**config.mk**
```make
export PLATFORM = sky130hd
export DESIGN_NAME = seg_timer_display
export DESIGN_NICKNAME = d
export VERILOG_FILES = /design/src/rtl/seg_timer_display.sv
export SDC_FILE = /design/constraint.sdc
export NUM_CORES = 1
export LEC_CHECK = 0
export CAP_MARGIN = 0
export CORE_ASPECT_RATIO = 0.6
export CORE_MARGIN = 2
export CORE_UTILIZATION = 60
export CTS_CLUSTER_DIAMETER = 120
export DETAILED_ROUTE_END_ITERATION = 10
export MAX_ROUTING_LAYER = met4
export PLACE_DENSITY = 0.84
export SLEW_MARGIN = 10
export SYNTH_ARGS = -nofsm -noshare
export SYNTH_HDL_FRONTEND = slang
export SYNTH_SLANG_ARGS = --single-unit
```
**constraint.sdc**
```tcl
create_clock -name clk -period 6.7 [get_ports clk]
set_input_delay 1.34 -clock clk [delete_from_list [all_inputs] [get_ports clk]]
set_output_delay 1.34 -clock clk [all_outputs]
set_load 0.02 [all_outputs]
```
**src/rtl/seg_timer_display.sv**
```systemverilog
// seg_timer_display: BCD MM:SS round timer multiplexed onto a 4-digit common-anode display.
// Optional pause blink (display dark on alternate seconds while paused or done) under SEG_PAUSE_BLINK_EN.
module seg_timer_display #(
    parameter int MAX_MIN     = 59,
    parameter int SCAN_DIGITS = 4
) (
    input  logic       clk,
    input  logic       rst,
    input  logic       seg_tick,
    input  logic       sec_tick,
    input  logic       run,
    input  logic       clear,
    output logic [6:0] seg,
    output logic       dp,
    output logic [3:0] an,
    output logic       done
);
    localparam logic [3:0] MAX_TENS = 4'(MAX_MIN / 10);
    localparam logic [3:0] MAX_ONES = 4'(MAX_MIN % 10);

    logic [3:0] sec_ones_q, sec_tens_q, min_ones_q, min_tens_q;
    logic [3:0] sec_ones_d, sec_tens_d, min_ones_d, min_tens_d;
    logic       done_q, done_d;
    logic [1:0] idx_q, idx_d;
    logic [3:0] an_q, an_d;
    logic [6:0] seg_q, seg_d;
    logic       dp_q, dp_d;
    logic       step, at_max, adv, wrap_so, wrap_st, wrap_mo, blank;
    logic [3:0] digit;

    function automatic logic [6:0] seg_code(input logic [3:0] d);
        case (d)
            4'd0:    seg_code = 7'b1000000;
            4'd1:    seg_code = 7'b1111001;
            4'd2:    seg_code = 7'b0100100;
            4'd3:    seg_code = 7'b0110000;
            4'd4:    seg_code = 7'b0011001;
            4'd5:    seg_code = 7'b0010010;
            4'd6:    seg_code = 7'b0000010;
            4'd7:    seg_code = 7'b1111000;
            4'd8:    seg_code = 7'b0000000;
            4'd9:    seg_code = 7'b0010000;
            default: seg_code = 7'b1111111;
        endcase
    endfunction

`ifdef SEG_PAUSE_BLINK_EN
    logic phase_q;
    always_ff @(posedge clk) begin
        if (rst || clear || (run && !done_q))
            phase_q <= 1'b0;
        else if (sec_tick && (done_q || |{sec_ones_q, sec_tens_q, min_ones_q, min_tens_q}))
            phase_q <= ~phase_q;
    end
    assign blank = phase_q;
`else
    assign blank = 1'b0;
`endif

    always_comb begin
        step    = run && sec_tick && !done_q;
        at_max  = min_tens_q == MAX_TENS && min_ones_q == MAX_ONES && sec_tens_q == 4'd5 && sec_ones_q == 4'd9;
        adv     = step && !at_max;
        wrap_so = sec_ones_q == 4'd9;
        wrap_st = wrap_so && sec_tens_q == 4'd5;
        wrap_mo = wrap_st && min_ones_q == 4'd9;
        sec_ones_d = clear ? 4'd0 : adv ? (wrap_so ? 4'd0 : sec_ones_q + 4'd1) : sec_ones_q;
        sec_tens_d = clear ? 4'd0 : (adv && wrap_so) ? (wrap_st ? 4'd0 : sec_tens_q + 4'd1) : sec_tens_q;
        min_ones_d = clear ? 4'd0 : (adv && wrap_st) ? (wrap_mo ? 4'd0 : min_ones_q + 4'd1) : min_ones_q;
        min_tens_d = clear ? 4'd0 : (adv && wrap_mo) ? min_tens_q + 4'd1 : min_tens_q;
        done_d     = clear ? 1'b0 : (step && at_max) ? 1'b1 : done_q;
        // Display samples the pre-edge timer; a same-cycle increment shows on a later scan.
        digit = idx_q == 2'd0 ? sec_ones_q : idx_q == 2'd1 ? sec_tens_q : idx_q == 2'd2 ? min_ones_q : min_tens_q;
        idx_d = seg_tick ? idx_q + 2'd1 : idx_q;
        an_d  = !seg_tick ? an_q : blank ? 4'b1111 : ~(4'b0001 << idx_q);
        seg_d = seg_tick ? seg_code(digit) : seg_q;
        dp_d  = seg_tick ? idx_q != 2'd2 : dp_q;
    end

    always_ff @(posedge clk) begin
        if (rst) begin
            sec_ones_q <= 4'd0;
            sec_tens_q <= 4'd0;
            min_ones_q <= 4'd0;
            min_tens_q <= 4'd0;
            done_q     <= 1'b0;
            idx_q      <= 2'd0;
            an_q       <= 4'b1111;
            seg_q      <= 7'b1111111;
            dp_q       <= 1'b1;
        end else begin
            sec_ones_q <= sec_ones_d;
            sec_tens_q <= sec_tens_d;
            min_ones_q <= min_ones_d;
            min_tens_q <= min_tens_d;
            done_q     <= done_d;
            idx_q      <= idx_d;
            an_q       <= an_d;
            seg_q      <= seg_d;
            dp_q       <= dp_d;
        end
    end

    assert property (@(posedge clk) disable iff (rst) $countones(~an_q) <= 1 && SCAN_DIGITS == $bits(an_q));

    assign seg  = seg_q;
    assign dp   = dp_q;
    assign an   = an_q;
    assign done = done_q;
endmodule

```
==> summary.md <==
| Metric | Value |
|---|---|
| Sequential Power Share | 0.421 |
| Comb power frac | 0.194 |
| Hold Crit Class | flop to flop |
| Synthesized instance count | 199 |
| RSZ-0062 raised after global routing | false |
| Int Power | 334.1 uW |
| Worst-path maximum fanout | 18 |
| Top_reg_cell synth | dfxtp_1 |
| Avg Cell Area, Syn | 9.066 sq um |
| Htree depth | 2 |
| Nature of the critical path startpoint | input pin |
| Sw Share | 0.2649 |
| Routed WL | 3.661 mm |
| Starting Density | 0.6283 |
| Synth Cell Area | 1804 sq um |
| Post-route DRC | 0 |
| Wire per inst | 14.19 um |
| Final Setup Violations | 0 |
| CTS Hold Buffers Added | 0 |
| Pwr/cell area | 218.4 nW/um^2 |
| Finished Core Util | 0.7246 |
| RR Endpoint | seg[3] |
| FF-to-FF setup slack | 4130 ps |
| Post-layout nets | 236 |
| Hold Path End | an[0] |
| Cell count after placement | 250 |
| #FFs+latches synth | 30 |
| Clk Latency, worst-skew pair | 280 ps |
| CP startpoint | seg_tick |
| Drt first pass iters | 4 |
| Period utilization | 0.4183 |
| Min Hold Slack | 484.5 ps |
| Final instance area | 2081 sq um |
| WP data required | 6870 ps |
| Global-route usage over all layers | 0.2398 |
| First-pass GRT wire length | 5.789 mm |
| Most common cell in the synthesized netlist | dfxtp_1 |
| CTS tree | done |
| Clock buffer depth | 2 |
| Ranking of synthesized cells by area | dfxtp_1, ha_1, nor2_1, a21oi_1, nand2_1 |
| Core area | 2872 sq um |
| Synth cell count leaders | dfxtp_1, nor2_1, nand2_1 |
| Post-synth EDFFs | 0 |
| Max Slew Vio Count | 0 |
| Hold Path Stages | 2 |
| Postcts setup bufs | 0 |
| Area growth syn-to-layout | 15.33% |
| Netlist cell types | 46 |
| Ports | 19 |
| Slew @ Worst Pin | 632.8 ps |
| Die Width | 74.80 um |
| ANT nets after route | 0 |
| Ys Warns | 0 |
| Share of the synthesized area in the top cell type | 0.3329 |
| Vias in the first global route | 1214 |
| Switching Power | 120.4 uW |
| Clock slew at reported path FFs | 60 ps |
| Crit-path max cell delay | 870 ps |
| Status | finished, final reports clean |
| Placed instance area | 1972 sq um |
| Register area share after synthesis | 0.3329 |
| CTS Root Cell | clkbuf_8 |
| Worst flop-to-flop path startpoint | idx_q[0] |
| Relative slew slack | 0.5768 |
| CTS sink cnt | 30 |
| Asr flop ratio synth | 0 |
| Initial antenna violation count | 0 |
| Total global routing overflow | 0 |
| Non-Filler Instances | 258 |
| Die area | 3476 sq um |
| Post-detail-place hpwl | 2.802 mm |
| Worst Path Arrival | 2970 ps |
| Mapped Nets | 220 |
| Leak | 0.0007541 uW |
| Final Hold Vio Count | 0 |
| N_diodes | 0 |
| Hold_sp | an[0] |
| Yosys top cell by area | dfxtp_1 |
| Critical-path cell list | clkdlybuf4s50_1, inv_1, nor2_1, nand2b_1, o32a_2 |
| R2R cell count | 9 |
| Drt via density | 5.488 |
| DR vias | 1416 |
| Setup tns final | 0 ps |
| Fmax | 356.8 MHz |
| WS Path Type | input pin to flop |
| Fraction of layout cells with a size suffix above 1 | 0.1157 |
| Die Span Y | 46.48 um |
| Rows | 15 |
| Largest net degree at the start of global routing | 19 |
| Crit path capture type | flop |
| Iter 0 DRT Violations | 101 |
| Post-CTS sizing | 0 |
| Max_cap viols | 0 |
| CTS Buf Count | 5 |
| Worst vdd ir | 0.0001147 V |
| Skew final | 5.858 ps |
| CP max stage cell | clkdlybuf4s50_1 |
| GPL Wtd Cong | 0.9007 |
| Port Buf Inserts | 18 |
| Tmin final | 2803 ps |
| Clock power share | 0.385 |
-- flip-flops by register name, indices dropped and copies added (netlist names) --
signal and cells:
seg 7, an 4, min_ones_q 4, min_tens_q 4, sec_ones_q 4, sec_tens_q 4
idx_q 2, done 1
-- final cells by class --
| type | instances | area [sq um] |
|---|---|---|
| clock buffer | 5 | 68.82 |
| sequential | 30 | 600.6 |
| timing repair buffer | 18 | 180.2 |
| fill | 222 | 790.8 |
| multi-input combinational | 147 | 1090 |
| tap | 42 | 52.55 |
| inverter | 13 | 48.80 |
| clock inverter | 3 | 40.04 |
-- cells by family (layout without fill, tap and decap cells) --
kind of cell / after synthesis / after routing / synth area share
flip-flops: 30 / 30 / 0.3329
XOR/XNOR: 12 / 12 / 0.05825
AO/OA/AOI/OAI: 35 / 35 / 0.1595
buffers and inverters: 22 / 39 / 0.06311
adder cells (fa/ha/maj): 15 / 15 / 0.1040
multiplexers: 6 / 6 / 0.03329
AND/OR/NAND/NOR: 79 / 79 / 0.2490
-- power groups by stage --
stage               Sequential (uW)  Clock [uW]  Combinational, uW
floorplan                       202           0               54.7
global placement                195           0               84.1
detailed placement              195           0               86.5
CTS                             191         181               87.6
global route                    192         187               95.6
finish                          191         175               88.0
-- worst max-delay path: cells and delay by family --
kind,cells,cell delay [ps]
AND/OR/NAND/NOR,2,360
buffers and inverters,2,1070
AO/OA/AOI/OAI,1,200
-- through the flow --
step | total power (uW) | setup slack (ps)
3_5_place_dp | 281.9 | 3615
4_1_cts | 459.8 | 3906
6_report | 454.4 | 3897
5_1_grt | 475.0 | 3780
2_1_floorplan | 257.0 | 4321
3_3_place_gp | 278.7 | 3675
-- layer usage --
metal / global-route usage / part of all wire
met1: 0.3298 / 0.52
met2: 0.3150 / 0.42
met3: 0.08753 / 0.046
met4: 0.09286 / 0.012
met5: - / 0
-- layout by cell type, fill, tap and decap left out, types with 2 or more instances in the layout --
cell / Yosys / layout
xor2_1: 6 / 6
nor3_1: 6 / 6
a21oi_1: 13 / 13
or2_2: 2 / 2
clkbuf_8: 0 / 5
nor2_2: 3 / 3
inv_1: 13 / 13
mux2i_1: 6 / 6
nor3b_1: 3 / 3
nand3_1: 5 / 5
dfxtp_1: 30 / 30
nand2_1: 17 / 17
xnor2_1: 6 / 6
o21ai_0: 6 / 6
nand2b_1: 7 / 7
nor2_1: 21 / 21
clkdlybuf4s50_1: 0 / 18
and3b_1: 2 / 2
and2_1: 2 / 2
ha_1: 15 / 15
o21ai_1: 2 / 2
clkinv_2: 0 / 2
nor4_1: 3 / 3
-- how the worst max path moves through the flow --
stage          cells past startpoint  slack, ps            end
4_1_cts                            6       3910  min_tens_q[1]
3_3_place_gp                       6       3680  min_tens_q[0]
3_5_place_dp                       6       3620  min_tens_q[1]
6_report                           5       3900         seg[0]
5_1_grt                            5       3780         seg[0]
2_1_floorplan                      6       4320  min_tens_q[1]
Note: power is estimated with default switching activity, not from simulation.
